===== src/rtl/multiprecision_add_ctrl.sv =====
// Multi-word adder sequencer: one shared 16-bit carry-lookahead adder processes one word per clock, LSW first.
// Optional subtract support is enabled by defining MPADD_SUB_EN.

module carry_lookahead_16bits (
    input  logic [15:0] a,
    input  logic [15:0] b,
    input  logic        cin,
    output logic [15:0] sum,
    output logic        cout
);
    logic [15:0] g_s;
    logic [15:0] p_s;
    logic [15:0] c_s;
    logic [3:0]  gg_s;
    logic [3:0]  gp_s;
    logic [4:0]  cg_s;

    // Two-level lookahead: 4-bit group generate/propagate, then per-bit carries from the group carry-in.
    always_comb begin
        g_s  = a & b;
        p_s  = a ^ b;
        gg_s = 4'b0000;
        gp_s = 4'b0000;
        cg_s = 5'b00000;
        c_s  = 16'h0000;
        for (int k = 0; k < 4; k++) begin
            gg_s[k] = g_s[4*k+3] | (p_s[4*k+3] & g_s[4*k+2]) | (p_s[4*k+3] & p_s[4*k+2] & g_s[4*k+1])
                    | (p_s[4*k+3] & p_s[4*k+2] & p_s[4*k+1] & g_s[4*k]);
            gp_s[k] = &p_s[4*k +: 4];
        end
        cg_s[0] = cin;
        cg_s[1] = gg_s[0] | (gp_s[0] & cin);
        cg_s[2] = gg_s[1] | (gp_s[1] & gg_s[0]) | (gp_s[1] & gp_s[0] & cin);
        cg_s[3] = gg_s[2] | (gp_s[2] & gg_s[1]) | (gp_s[2] & gp_s[1] & gg_s[0])
                | (gp_s[2] & gp_s[1] & gp_s[0] & cin);
        cg_s[4] = gg_s[3] | (gp_s[3] & gg_s[2]) | (gp_s[3] & gp_s[2] & gg_s[1])
                | (gp_s[3] & gp_s[2] & gp_s[1] & gg_s[0]) | (gp_s[3] & gp_s[2] & gp_s[1] & gp_s[0] & cin);
        for (int k = 0; k < 4; k++) begin
            c_s[4*k]   = cg_s[k];
            c_s[4*k+1] = g_s[4*k] | (p_s[4*k] & cg_s[k]);
            c_s[4*k+2] = g_s[4*k+1] | (p_s[4*k+1] & g_s[4*k]) | (p_s[4*k+1] & p_s[4*k] & cg_s[k]);
            c_s[4*k+3] = g_s[4*k+2] | (p_s[4*k+2] & g_s[4*k+1]) | (p_s[4*k+2] & p_s[4*k+1] & g_s[4*k])
                       | (p_s[4*k+2] & p_s[4*k+1] & p_s[4*k] & cg_s[k]);
        end
        sum  = p_s ^ c_s;
        cout = cg_s[4];
    end
endmodule

module multiprecision_add_ctrl #(
    parameter int WORDS = 4
) (
    input  logic                clk,
    input  logic                rst,
    input  logic                start,
    input  logic [16*WORDS-1:0] a_in,
    input  logic [16*WORDS-1:0] b_in,
    input  logic                cin,
`ifdef MPADD_SUB_EN
    input  logic                sub,
`endif
    output logic                busy,
    output logic                done,
    output logic [16*WORDS-1:0] s_out,
    output logic                cout,
    output logic                overflow
);
    localparam int W    = 16 * WORDS;
    localparam int IDXW = $clog2(WORDS);
    localparam logic [IDXW-1:0] LAST_IDX = IDXW'(WORDS - 1);

    typedef enum logic [1:0] {IDLE = 2'd0, RUN = 2'd1, DONE = 2'd2} state_t;

    state_t          state_q, state_d;
    logic [IDXW-1:0] idx_q, idx_d;
    logic            carry_q, carry_d;
    logic [W-1:0]    a_q, a_d;
    logic [W-1:0]    b_q, b_d;
    logic [W-1:0]    s_q, s_d;
    logic            cout_q, cout_d;
    logic            ovf_q, ovf_d;
    logic            busy_q, busy_d;
    logic            done_q, done_d;
    logic            take_s;
    logic            sub_s;
    logic [15:0]     cla_a_s;
    logic [15:0]     cla_b_s;
    logic [15:0]     cla_sum_s;
    logic            cla_cout_s;

`ifdef MPADD_SUB_EN
    assign sub_s = sub;
`else
    assign sub_s = 1'b0;
`endif

    // b_q holds B' (already inverted when subtracting), so the datapath is add-only.
    assign cla_a_s = a_q[{idx_q, 4'b0000} +: 16];
    assign cla_b_s = b_q[{idx_q, 4'b0000} +: 16];

    carry_lookahead_16bits u_cla (
        .a    (cla_a_s),
        .b    (cla_b_s),
        .cin  (carry_q),
        .sum  (cla_sum_s),
        .cout (cla_cout_s)
    );

    // Next-state and datapath update logic.
    always_comb begin
        state_d = state_q;
        idx_d   = idx_q;
        carry_d = carry_q;
        a_d     = a_q;
        b_d     = b_q;
        s_d     = s_q;
        cout_d  = cout_q;
        ovf_d   = ovf_q;
        take_s  = 1'b0;
        case (state_q)
            IDLE: begin
                if (start) begin
                    take_s = 1'b1;
                end else begin
                    state_d = IDLE;
                end
            end
            RUN: begin
                s_d[{idx_q, 4'b0000} +: 16] = cla_sum_s;
                carry_d = cla_cout_s;
                if (idx_q == LAST_IDX) begin
                    cout_d  = cla_cout_s;
                    ovf_d   = (cla_a_s[15] == cla_b_s[15]) && (cla_sum_s[15] != cla_a_s[15]);
                    idx_d   = '0;
                    state_d = DONE;
                end else begin
                    idx_d = idx_q + 1'b1;
                end
            end
            DONE: begin
                if (start) begin
                    take_s = 1'b1;
                end else begin
                    state_d = IDLE;
                end
            end
            default: begin
                state_d = IDLE;
            end
        endcase
        if (take_s) begin
            a_d     = a_in;
            b_d     = sub_s ? ~b_in : b_in;
            carry_d = sub_s ? 1'b1 : cin;
            idx_d   = '0;
            s_d     = '0;
            state_d = RUN;
        end else begin
            take_s = 1'b0;
        end
        busy_d = (state_d == RUN);
        done_d = (state_d == DONE);
    end

    // State and output registers.
    always_ff @(posedge clk or posedge rst) begin
        if (rst) begin
            state_q <= IDLE;
            idx_q   <= '0;
            carry_q <= 1'b0;
            a_q     <= '0;
            b_q     <= '0;
            s_q     <= '0;
            cout_q  <= 1'b0;
            ovf_q   <= 1'b0;
            busy_q  <= 1'b0;
            done_q  <= 1'b0;
        end else begin
            state_q <= state_d;
            idx_q   <= idx_d;
            carry_q <= carry_d;
            a_q     <= a_d;
            b_q     <= b_d;
            s_q     <= s_d;
            cout_q  <= cout_d;
            ovf_q   <= ovf_d;
            busy_q  <= busy_d;
            done_q  <= done_d;
        end
    end

    assign busy     = busy_q;
    assign done     = done_q;
    assign s_out    = s_q;
    assign cout     = cout_q;
    assign overflow = ovf_q;
endmodule


===== config.mk =====
export PLATFORM = sky130hd
export DESIGN_NAME = multiprecision_add_ctrl
export DESIGN_NICKNAME = d
export VERILOG_FILES = /design/src/rtl/multiprecision_add_ctrl.sv
export SDC_FILE = /design/constraint.sdc
export NUM_CORES = 1
export LEC_CHECK = 0
export BUFFER_PORTS_ARGS = -buffer_cell sky130_fd_sc_hd__clkbuf_2
export CAP_MARGIN = 20
export CORE_MARGIN = 4
export CORE_UTILIZATION = 59
export CTS_CLUSTER_SIZE = 30
export DETAILED_ROUTE_END_ITERATION = 8
export GPL_ROUTABILITY_DRIVEN = 0
export PLACE_DENSITY = 0.94
export SYNTH_ARGS = -nofsm -noshare
export SYNTH_HDL_FRONTEND = slang
export SYNTH_SLANG_ARGS = --single-unit
export TNS_END_PERCENT = 1

===== constraint.sdc =====
create_clock -name clk -period 18 [get_ports clk]
set_clock_uncertainty 0.05 [all_clocks]
set_input_delay 0.9 -clock clk [delete_from_list [all_inputs] [get_ports clk]]
set_output_delay 0.9 -clock clk [all_outputs]
set_load 0.02 [all_outputs]

==> metrics <==
critical path type flip-flop to flip-flop; max_cap viols 0; Crit-path slowest cell mux4_2; Slew @ Worst Pin 1120 ps; most frequent cells in the layout dfrtp_1 (199), clkbuf_2 (199), mux2_2 (129); Avg Cell Area, Syn roughly 14 um2; Hold Path Depth 2; Synth area leader dfrtp_1; H-Tree Depth 1; fin. max-slew vios 0; Setup Fix Bufs, Post-CTS 0; Startpoint Class flip-flop; dominant cells by area after synthesis dfrtp_1 (56%), mux2_2 (16%), mux4_2 (8.0%), a22o_1 (4.9%), ha_1 (2.8%); syn nets between 700 and 800; min-delay worst type flip-flop to flip-flop; Post-synth ARST share 100%; grt total ovfl 0; r2r setup slk around 14000 ps; number of global-route vias before repair between 6000 and 7000; fin crit share a little over a fifth; dpl hpwl 15200 um; Synth Register Bits 201; maximum fanout along the worst path 41; clock slew at reported path FFs approximately 60 ps; r2r endpoint s_out[61]; post-synth top area share a little under three fifths; worst relative slew slack approximately a quarter; Syn Std Cell Area 9010 um2; core region area roughly 15000 um2; clock buffer depth 3; cts bufs inserted 21; Total Wirelength ~22000 um; worst-path cell chain buf_4 > mux4_2 > ha_1 > a21oi_1 > o21ai_0 > a211oi_2 > a21oi_1 > fa_1 > xor2_1 > a22o_1; Final nets between 900 and 1000; vias per inst 6.18; Post-synth EDFFs 0; hold endpoint s_out[16]; Yosys warning total 0; Gate Count Post-Synth 622; Post-synth top flop dfrtp_1; ant diodes 0; Core Rows 44; die footprint 17300 um2; Fin. Hold Viols 0; DRC Markers 0; Multi-input gate area between 3000 and 4000 um2; Starting Density approximately three fifths; FF+latch area between 5000 and 6000 um2; fmax 0.254 GHz; Synth cell types 46; HP Start s_out[16]; clock sink count around 200; post-synthesis to final-layout area growth 20.9%; CP most frequent cell a21oi_1; initial antenna violation count 0; Fill cells a little over 900; WP data arrival around 4300 ps; status finished, final reports clean; Crit path largest cell delay around 620 ps; global-route usage over all layers about a quarter; sequential fraction of the synthesis area 55.8%; Worst EP required ~18000 ps; TNS Setup 0 ps; Die H 132 um; CTS root buf clkbuf_16; IO Count 200; final core occ between 70 and 80%; Antenna Violating Nets Remaining 0; Worst setup EP type flip-flop; 1st-iter DRT viols 519; port bufs approximately 200; layout cell share with drive strength beyond 1 about half; unrepaired setup endpoints after global routing no; reg-to-reg startpoint idx_q[0]; hold slack between 400 and 500 ps; Final Setup Violations 0; Period minus WS final 3940 ps; routed vias around 6300; cts repair resizes 0; Worst-Skew Late Latency 490 ps; CTS tree yes; cts hold-fix bufs 0; largest net degree at the start of global routing ~120; first-pass GRT wire length 35600 um; drt wl/cell 21.9 um; Register-to-Register Path Depth 10; Die Wd between 100 and 150 um; detailed-router iteration count before antenna repair 5
-- worst max-delay path by stage --
stage                     slack [ps]  cells past startpoint         to  startpoint
final                          14060                     10  s_out[61]    idx_q[0]
after global routing           13740                     10  s_out[29]    idx_q[0]
after detailed placement       14070                     10  s_out[61]    idx_q[0]
after floorplan                11570                      1     a_q[0]         rst
after CTS                      14060                     10  s_out[61]    idx_q[0]
after global placement         14170                     10  s_out[61]    idx_q[0]
-- layer usage --
metal	share of wire, %	routed length [um]	track usage (%)
met3	6.7	1490	4.17
met2	49	10800	41.3
met4	2.5	548	7.06
met1	42	9410	36.6
met5	0	0	0
-- synthesized netlist by cell type (2+ instances only) --
library cell and instances:
mux2_2 129, mux2i_1 2, mux4_2 32, xor2_1 5, nor3_1 6, o31ai_1 5
dfrtp_1 201, buf_1 5, nand3_1 3, o21bai_1 2, nor2b_1 3, o21ai_0 12
nor2_1 15, ha_1 20, a21oi_1 24, fa_1 4, nand2_1 20, inv_1 11
a21o_1 6, or3_1 2, o21a_1 2, a32o_1 5, buf_2 11, a22o_1 50
nand2b_1 2, nand4_1 2, a31oi_1 3, clkbuf_1 18, a211oi_1 3, xnor2_1 3
-- cell families after synthesis --
logic type	count (synthesis)	share of synthesized area [%]
DFF	201	55.8
muxes	163	24.3
AOI/OAI and AO/OA	121	10.2
and+or+nand+nor	60	3.21
buffers and inverters	45	2.03
adders and majority gates	24	3.67
xor gates and xnor gates	8	0.778
-- metrics by stage --
| step | cells | cell area, um2 | setup slack [ps] |
|---|---|---|---|
| 2_1_floorplan | 622 | 9010 | 11570 |
| 3_3_place_gp | 979 | 10200 | 14170 |
| 3_5_place_dp | 979 | 10200 | 14070 |
| 4_1_cts | 1013 | 10800 | 14060 |
| 5_1_grt | 1016 | 10900 | 13740 |
| 6_report | 1016 | 10900 | 14060 |
-- flip-flops by register name, indices dropped and copies added, names as in the netlist --
register	count
a_q	64
b_q	64
s_out	64
idx_q	2
state_q	2
busy	1
carry_q	1
cout	1
done	1
overflow	1
-- cell type report --
type	count	share of cell area, %
Clock inverter	6	0.574
Timing Repair Buffer	210	10.1
Sequential cell	201	46.2
Inverter	11	0.448
Clock buffer	28	5.52
Tap cell	184	2.11
Multi-Input combinational cell	376	35.0
-- critical path: cells and delay by family (launching register included) --
| family | cells | cell delay [ps] |
|---|---|---|
| fa+ha+maj | 2 | 840 |
| compound gates | 5 | 1180 |
| buf+inv | 1 | 570 |
| mux | 1 | 620 |
| xor+xnor | 1 | 180 |
| flops | 1 | 340 |
Power is not shown: default switching activity piles up to over one toggle a cycle in this logic, so the estimate is an artifact.
